`src/rtl/mux_arbiter_pkg.sv`:
```
// Shared defaults, channel type and round-robin pick for the two-channel FIFO arbiter.
package mux_arbiter_pkg;

  localparam int unsigned DefaultDataWidth = 4;
  localparam int unsigned DefaultFifoDepth = 4;
  localparam int unsigned DefaultPtrWidth  = $clog2(DefaultFifoDepth);

  typedef enum logic {
    Chan0 = 1'b0,
    Chan1 = 1'b1
  } chan_e;

  // On a tie the channel that was not served last wins.
  function automatic chan_e rr_pick(input logic ne0, input logic ne1, input chan_e last);
    if (ne0 && ne1) begin
      return (last == Chan0) ? Chan1 : Chan0;
    end else if (ne1) begin
      return Chan1;
    end else begin
      return Chan0;
    end
  endfunction

endpackage

```
`src/rtl/sync_fifo.sv`:
```
// Single-clock FIFO; pointers carry one extra wrap bit so full and empty are distinct.
module sync_fifo
  import mux_arbiter_pkg::*;
#(
  parameter int unsigned Width    = DefaultDataWidth,
  parameter int unsigned Depth    = DefaultFifoDepth,
  parameter int unsigned PtrWidth = DefaultPtrWidth
) (
  input  logic             clk_i,
  input  logic             reset_i,
  input  logic             push_i,
  input  logic             pop_i,
  input  logic [Width-1:0] wdata_i,
  output logic [Width-1:0] rdata_o,
  output logic             full_o,
  output logic             empty_o
);

  logic [PtrWidth:0] wr_ptr_q, wr_ptr_d;
  logic [PtrWidth:0] rd_ptr_q, rd_ptr_d;
  logic [Width-1:0]  mem_q [Depth];
  logic              do_push, do_pop;

  assign empty_o = (wr_ptr_q == rd_ptr_q);
  assign full_o  = (wr_ptr_q[PtrWidth] != rd_ptr_q[PtrWidth]) &&
                   (wr_ptr_q[PtrWidth-1:0] == rd_ptr_q[PtrWidth-1:0]);
  assign rdata_o = mem_q[rd_ptr_q[PtrWidth-1:0]];

  assign do_push = push_i && !full_o;
  assign do_pop  = pop_i && !empty_o;

  always_comb begin
    wr_ptr_d = wr_ptr_q;
    rd_ptr_d = rd_ptr_q;
    if (do_push) wr_ptr_d = wr_ptr_q + 1'b1;
    if (do_pop)  rd_ptr_d = rd_ptr_q + 1'b1;
  end

  always_ff @(posedge clk_i or posedge reset_i) begin
    if (reset_i) begin
      wr_ptr_q <= '0;
      rd_ptr_q <= '0;
    end else begin
      wr_ptr_q <= wr_ptr_d;
      rd_ptr_q <= rd_ptr_d;
    end
  end

  // Storage needs no reset; only the pointers define what is valid.
  always_ff @(posedge clk_i) begin
    if (do_push) mem_q[wr_ptr_q[PtrWidth-1:0]] <= wdata_i;
  end

endmodule

```
`src/rtl/mux_arbiter.sv`:
```
// Two input FIFOs merged round-robin into one registered output with valid/ready handshake.
module mux_arbiter
  import mux_arbiter_pkg::*;
#(
  parameter int unsigned DATA_WIDTH = DefaultDataWidth,
  parameter int unsigned FIFO_DEPTH = DefaultFifoDepth
) (
  input  logic                  clk,
  input  logic                  reset,
  input  logic [DATA_WIDTH-1:0] data_0,
  input  logic                  valid_0,
  input  logic [DATA_WIDTH-1:0] data_1,
  input  logic                  valid_1,
  output logic                  full_0,
  output logic                  full_1,
  output logic                  drop_0,
  output logic                  drop_1,
  output logic [DATA_WIDTH-1:0] data_out,
  output logic                  valid_out,
  output logic                  sel_out,
  input  logic                  ready_out
);

  localparam int unsigned PtrWidth = $clog2(FIFO_DEPTH);

  logic [DATA_WIDTH-1:0] rdata_0, rdata_1;
  logic                  empty_0, empty_1;
  logic                  pop_0, pop_1;
  logic                  out_free, do_grant;
  chan_e                 grant;

  logic [DATA_WIDTH-1:0] data_q, data_d;
  logic                  valid_q, valid_d;
  logic                  sel_q, sel_d;
  chan_e                 last_q, last_d;
  logic                  drop_0_q, drop_1_q;

  sync_fifo #(
    .Width    (DATA_WIDTH),
    .Depth    (FIFO_DEPTH),
    .PtrWidth (PtrWidth)
  ) u_fifo_0 (
    .clk_i   (clk),
    .reset_i (reset),
    .push_i  (valid_0 && !full_0),
    .pop_i   (pop_0),
    .wdata_i (data_0),
    .rdata_o (rdata_0),
    .full_o  (full_0),
    .empty_o (empty_0)
  );

  sync_fifo #(
    .Width    (DATA_WIDTH),
    .Depth    (FIFO_DEPTH),
    .PtrWidth (PtrWidth)
  ) u_fifo_1 (
    .clk_i   (clk),
    .reset_i (reset),
    .push_i  (valid_1 && !full_1),
    .pop_i   (pop_1),
    .wdata_i (data_1),
    .rdata_o (rdata_1),
    .full_o  (full_1),
    .empty_o (empty_1)
  );

  always_comb begin
    out_free = !valid_q || ready_out;
    grant    = rr_pick(!empty_0, !empty_1, last_q);
    do_grant = out_free && (!empty_0 || !empty_1);
    pop_0    = do_grant && (grant == Chan0);
    pop_1    = do_grant && (grant == Chan1);

    data_d  = data_q;
    valid_d = valid_q;
    sel_d   = sel_q;
    last_d  = last_q;
    if (do_grant) begin
      data_d  = (grant == Chan1) ? rdata_1 : rdata_0;
      valid_d = 1'b1;
      sel_d   = grant;
      last_d  = grant;
    end else if (out_free) begin
      valid_d = 1'b0;
    end
  end

  // last_q resets to channel 1 so channel 0 wins the first tie.
  always_ff @(posedge clk or posedge reset) begin
    if (reset) begin
      data_q   <= '0;
      valid_q  <= 1'b0;
      sel_q    <= 1'b0;
      last_q   <= Chan1;
      drop_0_q <= 1'b0;
      drop_1_q <= 1'b0;
    end else begin
      data_q   <= data_d;
      valid_q  <= valid_d;
      sel_q    <= sel_d;
      last_q   <= last_d;
      drop_0_q <= valid_0 && full_0;
      drop_1_q <= valid_1 && full_1;
    end
  end

  assign data_out  = data_q;
  assign valid_out = valid_q;
  assign sel_out   = sel_q;
  assign drop_0    = drop_0_q;
  assign drop_1    = drop_1_q;

endmodule

```
`config.mk`:
```
export PLATFORM = sky130hd
export DESIGN_NAME = mux_arbiter
export DESIGN_NICKNAME = d
export VERILOG_FILES = /design/src/rtl/mux_arbiter_pkg.sv /design/src/rtl/sync_fifo.sv /design/src/rtl/mux_arbiter.sv
export SDC_FILE = /design/constraint.sdc
export NUM_CORES = 1
export LEC_CHECK = 0
export BUFFER_PORTS_ARGS = -buffer_cell sky130_fd_sc_hd__buf_2
export CAP_MARGIN = 20
export CORE_ASPECT_RATIO = 1.1
export CORE_MARGIN = 2
export CORE_UTILIZATION = 47
export CTS_CLUSTER_DIAMETER = 50
export DETAILED_ROUTE_END_ITERATION = 6
export PLACE_DENSITY = 0.74
export SLEW_MARGIN = 25
export SYNTH_ARGS = -nofsm -noshare
export SYNTH_HDL_FRONTEND = slang
export SYNTH_SLANG_ARGS = --single-unit
```
`constraint.sdc`:
```
create_clock -name clk -period 2.5 [get_ports clk]
set_input_delay 0.375 -clock clk [delete_from_list [all_inputs] [get_ports clk]]
set_output_delay 0.375 -clock clk [all_outputs]
set_load 0.005 [all_outputs]
```
======== Word level (Yosys, flattened, before mapping) ========
Memories as Yosys holds them, arrays and structs flattened.
Index checks and enable logic that the tools add are counted.
storage, ports and cells
  register bits after elaboration ......... 21
  input port bits ......................... 13
  output and inout port bits .............. 10
  bits in writable memories ............... 32
  memories kept ........................... 2
  word-level logic and storage cells ...... 55
operators by class
  add/sub/neg operators ................... 4
  bitwise operators ....................... 1
  mux-type cells .......................... 10
  reductions and logical operators ........ 22
  equality and inequality tests ........... 6
memory list
  memory          depth  bits a word  rd ports  clocked after memory_dff  write ports  RTL line         RTL
  u_fifo_0.mem_q  4      4            1         0                         1            sync_fifo.sv:21  logic [Width-1:0] mem_q [Depth];
  u_fifo_1.mem_q  4      4            1         0                         1            sync_fifo.sv:21
operators by type and width
  kind                                                           number
  1-bit logical AND                                              14
  3-bit by 1-bit adder with 3-bit output, second input constant  4
  1-bit 2-to-1 mux                                               9
  3-bit == test                                                  2
  1-bit zero test                                                5
  2-bit == test                                                  2
  4-bit 2-to-1 mux                                               1
  1-bit logical OR                                               2
  1-bit != test                                                  2
  2-bit nonzero test                                             1
  1-bit inverter                                                 1

======== Depth between registers and ports, before layout ========
  word-level depth ........................ 7
  mapped depth ............................ 5
  mapped depth without buffers ............ 4

======== Hierarchy ========
Synthesis repeated with hierarchy kept, for this count alone.
unflattened totals
  cells, all modules ...................... 185
  area, all modules ....................... 2616.3 µm²
by module, submodules not included
  module       instances  area each (µm²)  cells an instance  seq. area each (µm²)
  sync_fifo    2          1089.8           71                 630.6
  mux_arbiter  1          436.7            43                 226.5

======== Worst setup path before layout ========
Ideal clock, no wire load.
  kind .................................... register to register
  start point ............................. register u_fifo_0.rd_ptr_q[1]
  end point ............................... register u_fifo_1.rd_ptr_q[1]
  library setup time ...................... 0.125 ns
  required time ........................... 2.375 ns
  buffers on the path ..................... 1
  clock period less this slack ............ 1.553 ns
  setup slack ............................. 0.947 ns
  arrival ................................. 1.428 ns
  cell stages (with the launch flop) ...... 6
  cells stage by stage .................... dfrtp_1 -> buf_6 -> xor2_2 -> o31ai_4 -> nand2_4 -> mux2_4
between the ends
  longest elaborated chain between the ends .. 6
  elaborated cells on any way between the ends .. 8
  those cells by class .................... eq/ne (1); mux (1); reduce/logical (6)
RTL lines
  element                                                       RTL line                                  RTL
  start: declaration                                            sync_fifo.sv:20                           logic [PtrWidth:0] rd_ptr_q, rd_ptr_d;
  start signal: assignment                                      sync_fifo.sv:45                           rd_ptr_q <= rd_ptr_d;
  3-bit == test (*)                                             sync_fifo.sv:24                           assign empty_o = (wr_ptr_q == rd_ptr_q);
  1-bit zero test (*)                                           mux_arbiter.sv:70, mux_arbiter.sv:71
  1-bit logical AND / 1-bit logical OR (equally long branches)  mux_arbiter_pkg.sv:15, mux_arbiter.sv:71
  1-bit 2-to-1 mux / 1-bit logical AND (equally long branches)  mux_arbiter_pkg.sv:15, mux_arbiter.sv:71
  1-bit logical AND (*)                                         mux_arbiter.sv:73                         pop_1 = do_grant && (grant == Chan1);
  1-bit logical AND (*)                                         sync_fifo.sv:30                           assign do_pop = pop_i && !empty_o;
  end signal: assignment                                        sync_fifo.sv:45
  end: declaration                                              sync_fifo.sv:20
Mark *: on every way between the ends. The rest lies on a longest branch, timed or not.
A chain may end at the register's enable or synchronous reset.

======== Final worst setup path ========
  start point ............................. register u_fifo_1.rd_ptr_q[0]
  end point ............................... output port full_1
between the ends
  longest elaborated chain between the ends .. 2
RTL lines
  element            RTL line           RTL
  2-bit == test      sync_fifo.sv:26    (wr_ptr_q[PtrWidth-1:0] == rd_ptr_q[PtrWidth-1:0]);
  1-bit logical AND  sync_fifo.sv:25    assign full_o = (wr_ptr_q[PtrWidth] != rd_ptr_q[PtrWidth]) &&
  end: declaration   mux_arbiter.sv:15  output logic full_1,
No other way between the ends.

==> results.toml <==
[status]
status = "complete, no violations"

[yosys]
ys_ff_latch = 53
synth_edf_count = 32
synth_top_area_frac = 0.391
mappedNetlistNets = 178
synth_area_leaders = "edfxtp_1 (39%), dfrtp_1 (20%), ha_1 (5.1%), mux4_1 (4.3%), xnor2_1 (4.3%)"
yosysSeqAreaShare = 0.606
yosys.area.top_type = "edfxtp_1"
avgSynthCellArea_sq_um = 15.8
ys.flop_type = "edfxtp_1"
syn-cell-area_sq_um = 2460
ys_async_sr_fraction = 0.396
synth.distinct_cells = 30
syn_inst = 155
ys_warn_count = 0

[clock_tree]
clk_latency_ns = 0.30
cts_sinks = 53
cts_resized = 0
cts_made_buffers = 5
clk_pin_slew_ns = 0.10
cts_hold_repair.buffers = 0
htreeDepth = 2
cts_buffer_depth = 2
root_buffer = "clkbuf_8"
cts_tree = "yes"
post_cts_buffers = 0

[cells_and_area]
multiInputGateArea_sq_um = 878
fin_nets = 203
layout-drive-gt1-share = 0.271
ff_latch_area_sq_um = 1490
num_antenna_cells = 0
syn_to_final_growth_pct = 9.58
fillers = 401
finalNonFillerCells = 239

[floorplan]
io_pins = 23
fp.dieW_microns = 72.9
initial_utilization = 0.488
fp-row-count = 27
die_y_microns = 79.8
dieArea_sq_um = 5820
core_area_sq_um = 5030

[power]
finalPower_mw = 3.44
p_per_area_nw_per_um2 = 1280
p_sw_frac = 0.392
p_switching_mw = 1.35
power.share.clock = 0.143
combPwrFrac = 0.418
pwr-share-seq = 0.439
peakVddDrop_uv = 608
leakage_nw = 1.06
internal-power_mw = 2.09

[global_route]
grt_pass1_wl_microns = 6750
overflow = 0
grt_use_total = 0.154
grt_max_degree = 22
antenna_found_initial = 0
grt_pass1_vias = 1407

[detailed_routing]
ant_nets = 0
remaining_drc_errors = 0
num_vias = 1288
dr.pass1.iters = 4
vias_per_cell = 5.39
drt-wirelength-per-cell_microns = 16.5
totalWireLength_microns = 3950
dr.first_iter.drc_count = 64

[placed_design]
portBuffers = 22
place_hpwl_microns = 3010
dpl_worst_slack_ns = 0.664
dp_cells = 231
routabilityCongestion = 0.874

[sta]
fin_crit_sh = 0.781
worst_slew_margin_rel = 0.469
setup_viol = 0
slew_viol_final = 0
hold_viol_final = 0
fin_tns_setup_ns = 0
min_period_ns = 1.95
whs_ns = 0.203
fin_skew_ns = 0.0114
setup_slack_ns = 0.547
grt_setup_unrepaired = "false"
worstMarginPinSlew_ns = 0.796
max_freq_mhz = 512

[critical_path]
r2r_slack_ns = 0.66
end_kind = "primary output"
rr_worst_depth = 3
cpMaxStageDelayCell = "dfrtp_1"
worstReg2RegEnd = "u_fifo_1.mem_q[0][0]"
slowest_delay_ns = 0.60
start_kind = "flop"
path_class = "reg2out"
arrival_ns = 1.58
worstPathCellList = "xor2_1 -> nor3_1 -> buf_2"
cp.required_ns = 2.12
cp.buffers_inverters = 1
cp_max_fo = 8
timing.rr.start = "u_fifo_1.rd_ptr_q[0]"
crit_cells = 3
path_delay_family = "flip-flops"

[flow_run]
cap_violations = 0

[worst_hold_path]
hold_path.class = "in2async"
[per-stage QoR]
step / cell area, sq um / utilization
6_report: 2690 / 0.535
3_5_place_dp: 2600 / 0.516
5_1_grt: 2690 / 0.535
2_1_floorplan: 2460 / -
3_3_place_gp: 2600 / 0.516
4_1_cts: 2690 / 0.535
[worst max-delay path by stage]
stage	startpoint	endpoint	slack (ns)
2_1_floorplan	u_fifo_0.rd_ptr_q[1]	u_fifo_1.rd_ptr_q[1]	0.95
3_3_place_gp	u_fifo_1.rd_ptr_q[0]	u_fifo_1.mem_q[0][0]	0.75
3_5_place_dp	u_fifo_1.rd_ptr_q[0]	u_fifo_1.mem_q[0][2]	0.66
4_1_cts	u_fifo_1.rd_ptr_q[0]	full_1	0.53
5_1_grt	u_fifo_1.rd_ptr_q[0]	full_1	0.42
6_report	u_fifo_1.rd_ptr_q[0]	full_1	0.55
[kinds of logic after synthesis]
logic type | count (synthesis) | synth area share
multiplexers | 10 | 0.0917
adder cells (fa/ha/maj) | 10 | 0.0509
flip-flops | 53 | 0.606
AND/OR/NAND/NOR | 30 | 0.0718
XOR/XNOR | 20 | 0.0744
buffers and inverters | 17 | 0.0367
AO/OA/AOI/OAI | 15 | 0.0688
[routing by layer]
| layer | global-route usage | up-vias | wire [microns] |
|---|---|---|---|
| met5 | 0 | - | 0 |
| li1 | - | 608 | - |
| met2 | 0.255 | 26 | 2000 |
| met4 | 0.0519 | 0 | 48 |
| met1 | 0.197 | 650 | 1790 |
| met3 | 0.0379 | 4 | 125 |
[power groups by stage]
stage | sequential (mW) | clock [mW] | combinational [mW]
final | 1.51 | 0.492 | 1.44
after global routing | 1.55 | 0.533 | 1.59
after CTS | 1.51 | 0.500 | 1.46
after detailed placement | 1.53 | 0 | 1.44
after global placement | 1.51 | 0 | 1.40
after floorplan | 1.40 | 0 | 1.27
[sequential cells by signal, indices dropped and copies added, names as in the netlist]
register	count
valid_out	1
last_q	1
u_fifo_0.rd_ptr_q	3
u_fifo_1.rd_ptr_q	3
data_out	4
u_fifo_1.wr_ptr_q	3
drop_1	1
u_fifo_0.mem_q	16
u_fifo_0.wr_ptr_q	3
drop_0	1
sel_out	1
u_fifo_1.mem_q	16
[final cells by class]
class	count	area share
Sequential cell	53	0.553
Multi-Input combinational cell	85	0.326
Timing Repair Buffer	22	0.0409
Tap cell	58	0.0270
Clock buffer	5	0.0256
Inverter	13	0.0181
Clock inverter	3	0.00930
[cell usage after synthesis (2+ instances only)]
cell / n
nand2_1: 2
o31ai_4: 2
xnor2_1: 12
dfrtp_1: 20
a31oi_2: 2
xor2_1: 7
mux4_1: 4
nor3_1: 4
nor4_1: 2
ha_1: 10
edfxtp_1: 32
o21ai_0: 3
nand3_1: 10
a31oi_4: 2
o211ai_1: 4
buf_6: 3
mux2_4: 2
and2_1: 6
inv_1: 13
and2_4: 2
mux4_2: 4
[cell usage in the layout (no fill, tap or decap), types with 2 or more instances in the layout]
cell      synthesis  routed
and2_1            6       6
and2_4            2       2
xnor2_1          12      12
edfxtp_1         32      32
mux4_1            4       4
o21ai_0           3       3
xor2_1            7       7
nor3_1            4       4
ha_1             10      10
a31oi_4           2       2
a31oi_2           2       2
dfrtp_1          20      20
o31ai_4           2       2
clkbuf_8          0       5
buf_2             0      22
mux2_4            2       2
o211ai_1          4       4
nand3_1          10      10
nand2_1           2       2
nor4_1            2       2
mux4_2            4       4
inv_1            13      13
(Power assumes the default switching activity.)
